$ cat config.mk
export PLATFORM = sky130hd
export DESIGN_NAME = serial_results_requester
export DESIGN_NICKNAME = d
export VERILOG_FILES = /design/src/rtl/serial_results_requester_pkg.sv /design/src/rtl/serial_results_requester.sv
export SDC_FILE = /design/constraint.sdc
export NUM_CORES = 1
export LEC_CHECK = 0
export BUFFER_PORTS_ARGS = -buffer_cell sky130_fd_sc_hd__buf_2
export CAP_MARGIN = 25
export CELL_PAD_IN_SITES_DETAIL_PLACEMENT = 1
export CELL_PAD_IN_SITES_GLOBAL_PLACEMENT = 1
export CORE_AREA = 2 2 116 118
export DETAILED_ROUTE_END_ITERATION = 10
export DIE_AREA = 0 0 118 120
export HOLD_SLACK_MARGIN = 0.03
export PLACE_DENSITY_LB_ADDON = 0.3
export SLEW_MARGIN = 5
export SYNTH_ARGS = -nofsm -noshare
export SYNTH_HDL_FRONTEND = slang
export SYNTH_SLANG_ARGS = --single-unit
$ cat constraint.sdc
create_clock -name clk -period 2.3 [get_ports clk]
set_input_delay 0.115 -clock clk [delete_from_list [all_inputs] [get_ports clk]]
set_output_delay 0.115 -clock clk [all_outputs]
set_load 0.005 [all_outputs]
$ cat src/rtl/serial_results_requester_pkg.sv
// ---------------------------------------------------------------------------
// serial_results_requester_pkg
//   Shared definitions for the sum/max serial protocol requester: FSM state
//   encoding, protocol constants and a small unsigned max helper.
// ---------------------------------------------------------------------------
package serial_results_requester_pkg;

    typedef enum logic [2:0] {
        ST_IDLE      = 3'd0,
        ST_SEND_HDR  = 3'd1,
        ST_SEND_DATA = 3'd2,
        ST_WAIT_RESP = 3'd3,
        ST_FINISH    = 3'd4
    } state_e;

    // Response frame: ACK, SUM, MAX
    localparam logic [7:0] ACK_BYTE   = 8'h00;
    localparam logic [1:0] RESP_BYTES = 2'd3;

    function automatic logic [7:0] max_u8(input logic [7:0] a, input logic [7:0] b);
        return (a > b) ? a : b;
    endfunction

endpackage

$ cat src/rtl/serial_results_requester.sv
// ---------------------------------------------------------------------------
// serial_results_requester
//   Host-side initiator for the sum/max serial protocol. Sends header byte N
//   followed by N payload bytes through a byte-level UART TX, gathers the
//   3-byte response (ACK, SUM, MAX) from a byte-level UART RX, and compares
//   it with the SUM/MAX computed locally over the transmitted payload.
//
// Ports
//   clk, rst_n            clock, asynchronous active-low reset
//   start, n_bytes        transaction request (sampled in IDLE) and length
//   pl_valid, pl_data     payload source; pl_ready pulses when a byte is taken
//   tx_send_trig/_data    UART TX request; tx_bsy is the UART TX busy flag
//   rx_data_valid/rx_data UART RX byte strobe and data
//   busy, done            transaction in progress / 1-cycle completion pulse
//   res_sum, res_max      received SUM and MAX
//   match                 response equals ACK + locally computed SUM/MAX
//   err_len, err_timeout  zero-length request / response timeout
// ---------------------------------------------------------------------------
module serial_results_requester
    import serial_results_requester_pkg::*;
#(
    parameter int RESP_TIMEOUT = 2700,
    parameter int TO_W         = 12
) (
    input  logic       clk,
    input  logic       rst_n,
    input  logic       start,
    input  logic [7:0] n_bytes,
    input  logic       pl_valid,
    input  logic [7:0] pl_data,
    output logic       pl_ready,
    output logic       tx_send_trig,
    output logic [7:0] tx_send_data,
    input  logic       tx_bsy,
    input  logic       rx_data_valid,
    input  logic [7:0] rx_data,
    output logic       busy,
    output logic       done,
    output logic [7:0] res_sum,
    output logic [7:0] res_max,
    output logic       match,
    output logic       err_len,
    output logic       err_timeout
);

    localparam logic [TO_W-1:0] TO_LAST = TO_W'(RESP_TIMEOUT - 1);

    state_e          state_q, state_d;
    logic [7:0]      n_q, n_d;
    logic [7:0]      sent_q, sent_d;
    logic [7:0]      exp_sum_q, exp_sum_d;
    logic [7:0]      exp_max_q, exp_max_d;
    logic [7:0]      ack_q, ack_d;
    logic [7:0]      res_sum_q, res_sum_d;
    logic [7:0]      res_max_q, res_max_d;
    logic [7:0]      tx_data_q, tx_data_d;
    logic [1:0]      rx_cnt_q, rx_cnt_d;
    logic [TO_W-1:0] to_cnt_q, to_cnt_d;
    logic            tx_wait_q, tx_wait_d;   // trigger issued, waiting for bsy to rise and fall
    logic            tx_rose_q, tx_rose_d;   // bsy has been seen high for the pending byte
    logic            match_q, match_d;
    logic            err_len_q, err_len_d;
    logic            err_to_q, err_to_d;

    logic            trig;
    logic            ready;
    logic [7:0]      tx_byte;
    logic            tx_free;
    logic            tx_idle;
    logic            rx_on;
    logic            rx_take;
    logic            all_rx;

    // A new trigger is allowed only once the previous byte has completed a
    // full bsy rise/fall; the pending flag also rules out back-to-back pulses.
    assign tx_free = !tx_wait_q && !tx_bsy;
    // The last byte is finished as soon as bsy is seen low after its rise,
    // so the response window opens in that same cycle.
    assign tx_idle = tx_wait_q ? (tx_rose_q && !tx_bsy) : !tx_bsy;

    assign rx_on   = (state_q == ST_SEND_HDR) || (state_q == ST_SEND_DATA) ||
                     (state_q == ST_WAIT_RESP);
    assign rx_take = rx_on && rx_data_valid && (rx_cnt_q < RESP_BYTES);

    always_comb begin
        state_d   = state_q;
        n_d       = n_q;
        sent_d    = sent_q;
        exp_sum_d = exp_sum_q;
        exp_max_d = exp_max_q;
        ack_d     = ack_q;
        res_sum_d = res_sum_q;
        res_max_d = res_max_q;
        tx_data_d = tx_data_q;
        rx_cnt_d  = rx_cnt_q;
        to_cnt_d  = to_cnt_q;
        tx_wait_d = tx_wait_q;
        tx_rose_d = tx_rose_q;
        match_d   = match_q;
        err_len_d = err_len_q;
        err_to_d  = err_to_q;
        trig      = 1'b0;
        ready     = 1'b0;
        tx_byte   = tx_data_q;

        // Response capture runs alongside transmission; extra bytes dropped.
        if (rx_take) begin
            case (rx_cnt_q)
                2'd0:    ack_d     = rx_data;
                2'd1:    res_sum_d = rx_data;
                default: res_max_d = rx_data;
            endcase
            rx_cnt_d = rx_cnt_q + 2'd1;
        end
        all_rx = (rx_cnt_d == RESP_BYTES);

        if (tx_wait_q) begin
            if (tx_bsy) begin
                tx_rose_d = 1'b1;
            end else if (tx_rose_q) begin
                tx_wait_d = 1'b0;
                tx_rose_d = 1'b0;
            end
        end

        case (state_q)
            ST_IDLE: begin
                if (start) begin
                    match_d   = 1'b0;
                    err_to_d  = 1'b0;
                    res_sum_d = 8'h00;
                    res_max_d = 8'h00;
                    ack_d     = 8'h00;
                    rx_cnt_d  = 2'd0;
                    to_cnt_d  = '0;
                    if (n_bytes == 8'h00) begin
                        err_len_d = 1'b1;
                        state_d   = ST_FINISH;
                    end else begin
                        err_len_d = 1'b0;
                        n_d       = n_bytes;
                        sent_d    = 8'h00;
                        exp_sum_d = 8'h00;
                        exp_max_d = 8'h00;
                        state_d   = ST_SEND_HDR;
                    end
                end
            end

            ST_SEND_HDR: begin
                if (tx_free) begin
                    trig    = 1'b1;
                    tx_byte = n_q;
                    state_d = ST_SEND_DATA;
                end
            end

            ST_SEND_DATA: begin
                if (sent_q != n_q) begin
                    if (tx_free && pl_valid) begin
                        trig      = 1'b1;
                        ready     = 1'b1;
                        tx_byte   = pl_data;
                        sent_d    = sent_q + 8'd1;
                        exp_sum_d = exp_sum_q + pl_data;
                        exp_max_d = max_u8(exp_max_q, pl_data);
                    end
                end else if (tx_idle) begin
                    // This cycle already counts as the first idle cycle.
                    state_d  = ST_WAIT_RESP;
                    to_cnt_d = TO_W'(1);
                end
            end

            ST_WAIT_RESP: begin
                if (all_rx) begin
                    match_d = (ack_d == ACK_BYTE) && (res_sum_d == exp_sum_q) &&
                              (res_max_d == exp_max_q);
                    state_d = ST_FINISH;
                end else if (rx_data_valid) begin
                    // A byte arriving on the terminal count wins.
                    to_cnt_d = '0;
                end else if (to_cnt_q == TO_LAST) begin
                    err_to_d = 1'b1;
                    match_d  = 1'b0;
                    state_d  = ST_FINISH;
                end else begin
                    to_cnt_d = to_cnt_q + TO_W'(1);
                end
            end

            ST_FINISH: begin
                state_d = ST_IDLE;
            end

            default: begin
                state_d = ST_IDLE;
            end
        endcase

        if (trig) begin
            tx_wait_d = 1'b1;
            tx_rose_d = 1'b0;
            tx_data_d = tx_byte;
        end
    end

    always_ff @(posedge clk or negedge rst_n) begin
        if (!rst_n) begin
            state_q   <= ST_IDLE;
            n_q       <= 8'h00;
            sent_q    <= 8'h00;
            exp_sum_q <= 8'h00;
            exp_max_q <= 8'h00;
            ack_q     <= 8'h00;
            res_sum_q <= 8'h00;
            res_max_q <= 8'h00;
            tx_data_q <= 8'h00;
            rx_cnt_q  <= 2'd0;
            to_cnt_q  <= '0;
            tx_wait_q <= 1'b0;
            tx_rose_q <= 1'b0;
            match_q   <= 1'b0;
            err_len_q <= 1'b0;
            err_to_q  <= 1'b0;
        end else begin
            state_q   <= state_d;
            n_q       <= n_d;
            sent_q    <= sent_d;
            exp_sum_q <= exp_sum_d;
            exp_max_q <= exp_max_d;
            ack_q     <= ack_d;
            res_sum_q <= res_sum_d;
            res_max_q <= res_max_d;
            tx_data_q <= tx_data_d;
            rx_cnt_q  <= rx_cnt_d;
            to_cnt_q  <= to_cnt_d;
            tx_wait_q <= tx_wait_d;
            tx_rose_q <= tx_rose_d;
            match_q   <= match_d;
            err_len_q <= err_len_d;
            err_to_q  <= err_to_d;
        end
    end

    // The byte being triggered goes out directly; the register then holds it
    // stable for the UART until the next trigger.
    assign tx_send_trig = trig;
    assign tx_send_data = trig ? tx_byte : tx_data_q;
    assign pl_ready     = ready;
    assign busy         = (state_q == ST_SEND_HDR) || (state_q == ST_SEND_DATA) ||
                          (state_q == ST_WAIT_RESP);
    assign done         = (state_q == ST_FINISH);
    assign res_sum      = res_sum_q;
    assign res_max      = res_max_q;
    assign match        = match_q;
    assign err_len      = err_len_q;
    assign err_timeout  = err_to_q;

endmodule

==> flow_metrics.tcl <==
set metrics [dict create \
    synth.distinct_cells 61 \
    slew_violations 0 \
    syn_avg_cell_area_um2 9.25 \
    initial_core_util_pct 39.0 \
    synthCells 547 \
    first_global_vias 5122 \
    finalSetupViolations 0 \
    status "finished clean" \
    fillers 1523 \
    seq_power_share_pct 30.6 \
    path_cells "ha_2, o21bai_4, buf_6, nor4_4, buf_6, mux2i_4, buf_4, a22oi_1, nand3_1, o41ai_2" \
    postSynth.asyncResetShare_pct 100 \
    slowest_delay_ns 0.42 \
    synth_fp_nets 598 \
    reg2reg_depth 10 \
    setup_ws_ns 0.00977 \
    coreArea_mm2 0.0130 \
    pre_cts_ws_ns -0.200 \
    p_sw_mw 3.13 \
    power_leakage_nw 3.25 \
    grt_pass1_wl_um 26500 \
    synth_seq_cells 86 \
    routed_wl_um 16800 \
    drtAntennaViolNets 0 \
    peakVddDrop_uv 387 \
    insertion_delay_ns 0.36 \
    synth_ff_type "dfrtp_1" \
    route.detailed.drc 0 \
    max_slew.worst_pin.slew_ns 0.581 \
    wl_per_cell_um 19.7 \
    syn_area_mm2 0.00506 \
    slew_headroom_pct 60.9 \
    combPwrFrac_pct 49.2 \
    cts_tree "yes" \
    cts_root_buf "clkbuf_16" \
    arrival_ns 2.55 \
    area_growth_pct 30.5 \
    required_ns 2.56 \
    hold_viol_final 0 \
    cp-end-kind "flip-flop" \
    maxCapViolCount 0 \
    numCtsBuffers 9 \
    grt_usage_pct 24.1 \
    cp_common_cell "buf_6" \
    pin_count 61 \
    num_vias 4697 \
    power_mw 7.72 \
    hold_path_class "in -> reg" \
    p_int_mw 4.58 \
    place_area_mm2 0.00586 \
    nNetsFinal 723 \
    start_kind "flip-flop" \
    dieHeight_um 120 \
    path_depth 10 \
    drtIter0Drc 174 \
    dr.pass1.iters 4 \
    cp_max_fo 6 \
    htree_num_levels 3 \
    overflow 0 \
    fin_skew_ns 0.00472 \
    place_congestion 0.896 \
    fp.dieW_um 118 \
    crit_family "compound AO/OA/AOI/OAI gates" \
    std_cell_rows 42 \
    fmax_mhz 437 \
    powerDensity_mw_per_mm2 1170 \
    rsz0062_at_grt "true" \
    ys_seq_area_share_pct 42.5 \
    vias_per_cell 5.51 \
    antenna_found_initial 0 \
    p_sw_share_pct 40.6 \
    die_area_mm2 0.0142 \
    p_clk_share_pct 20.2 \
    n_antenna_cell 0 \
    clk_path_buf_depth 2 \
    dpl.hpwl_um 11500 \
    min_delay_path_depth 3 \
    clock-sinks 86 \
    post-route-period-util_pct 99.6 \
    critical_path_class "reg -> reg" \
    drive_gt1_share_pct 27.9 \
    synth_warnings 0 \
    clkTransAtPathRegs_ns 0.07 \
    cp_num_buf_inv 3 \
    grt_max_degree 65 \
    crit_path_top_delay_cell "dfrtp_1" \
    postLayoutCellArea_mm2 0.00661 \
    synth_edf_count 0 \
    io_buffers 60 \
    period_minus_slack_ns 2.29 \
]
-- cells in the final DEF (no fill, tap or decap), drive strengths merged, types with 4 or more instances in the layout --
cell and instances:
buf 129, dfrtp 86, nand2 69, nor2 66, inv 31, mux2i 29, o21ai 25, a21oi 21
ha 20, xor2 14, nand3 14, xnor2 11, o31ai 11, nor4 11, clkbuf 10, dlygate4sd3 9
nand4 8, o22ai 8, a22oi 8, and3 7, nor3 7, nand2b 6, a22o 5, nor2b 5
a31oi 5, or2 5, mux2 4
-- sequential cells by signal, summed over array words and instances (netlist names) --
| register | flops |
|---|---|
| sent_q | 8 |
| rx_cnt_q | 2 |
| exp_sum_q | 8 |
| tx_wait_q | 1 |
| exp_max_q | 8 |
| res_sum | 8 |
| tx_rose_q | 1 |
| state_q | 3 |
| ack_q | 8 |
| err_timeout | 1 |
| err_len | 1 |
| match | 1 |
| n_q | 8 |
| res_max | 8 |
| to_cnt_q | 12 |
| tx_data_q | 8 |
-- synthesized netlist by cell type, types with 6 or more instances --
| cell | instances | area share, % |
|---|---|---|
| dfrtp_1 | 86 | 43 |
| nand2_1 | 69 | 5.1 |
| nor2_1 | 66 | 4.9 |
| inv_1 | 31 | 2.3 |
| mux2i_1 | 29 | 5.7 |
| o21ai_0 | 24 | 2.4 |
| a21oi_1 | 21 | 2.1 |
| ha_1 | 20 | 4.9 |
| nand3_1 | 14 | 1.4 |
| xor2_1 | 14 | 2.4 |
| clkbuf_1 | 12 | 0.89 |
| o31ai_1 | 11 | 1.6 |
| xnor2_1 | 11 | 1.9 |
| a22oi_1 | 8 | 1.2 |
| nand4_1 | 8 | 0.99 |
| o22ai_1 | 8 | 0.99 |
| and3_1 | 7 | 0.87 |
| nor3_1 | 7 | 0.69 |
| nor4_1 | 7 | 0.87 |
| buf_2 | 6 | 0.59 |
-- power by group through the flow --
stage	Sequential, mW	Combinational, mW	Clock (mW)
finish	2.36	3.80	1.56
global route	2.41	4.13	1.64
CTS	2.35	3.59	1.57
detailed placement	2.37	3.24	0
global placement	2.33	3.08	0
floorplan	2.27	1.96	0
-- layer usage --
layer,GRT usage [%],share of wire [%],routed length (um),vias to the layer above
li1,-,-,-,2180
met1,29.6,44,7320,2384
met2,42.1,51,8510,101
met3,3.14,2.8,476,32
met4,11.0,2.8,466,0
met5,0,0,0,-
-- path summary, 6_finish.rpt --
kind / slack, ns / endpoint / from
setup / recovery: 0.01 / match / rx_cnt_q[0]
hold / removal: 0.06 / tx_wait_q / tx_bsy
setup reg to reg: 0.01 / match / rx_cnt_q[0]
hold reg to reg: 0.47 / tx_data_q[4] / tx_data_q[4]
max in group asynchronous: 1.42 / state_q[0] / rst_n
min in group asynchronous: 0.20 / ack_q[6] / rst_n
-- repair_timing --
item,in CTS,in global routing
hold endpoints to repair,30,0
pin swaps,7,8
cloned,1,0
hold buffers,9,0
gates resized for setup,22,23
setup endpoints to repair,13,24
buffers inserted,11,5
-- kinds of logic after synthesis --
family	count (synthesis)	share of synthesized area, %
multiplexers	33	6.63
adder cells (fa/ha/maj)	21	5.34
flip-flops	86	42.5
AO/OA/AOI/OAI	116	15.6
AND/OR/NAND/NOR	211	20.9
buffers and inverters	55	4.75
XOR/XNOR	25	4.33
-- worst reg2reg max path: stages, from the launching register on --
cell and delay, ns:
dfrtp_1 0.42, ha_2 0.19, o21bai_4 0.17, buf_6 0.13, nor4_4 0.21, buf_6 0.19
mux2i_4 0.08, buf_4 0.14, a22oi_1 0.21, nand3_1 0.15, o41ai_2 0.29
-- layout make-up --
type	instances	area, um^2	share of cell area (%)
clock buffer	10	239	3.62
sequential	86	2150	32.6
multi-input combinational	406	2860	43.3
clock inverter	6	71.3	1.08
timing repair buffer	138	947	14.3
inverter	31	116	1.76
tap	176	220	3.33
-- stage by stage --
stage / instances / utilization [%] / hold WS (ns) / setup TNS (ns)
after CTS: 848 / 49.7 / 0.0592 / 0
after detailed placement: 811 / 45.2 / 0.0387 / -0.252
after global placement: 811 / 45.2 / 0.0368 / 0
final: 853 / 50.9 / 0.0580 / 0
after floorplan: 547 / - / -0.181 / 0
after global routing: 853 / 50.9 / 0.0668 / -0.332
Note: power is estimated with default switching activity, not from simulation.
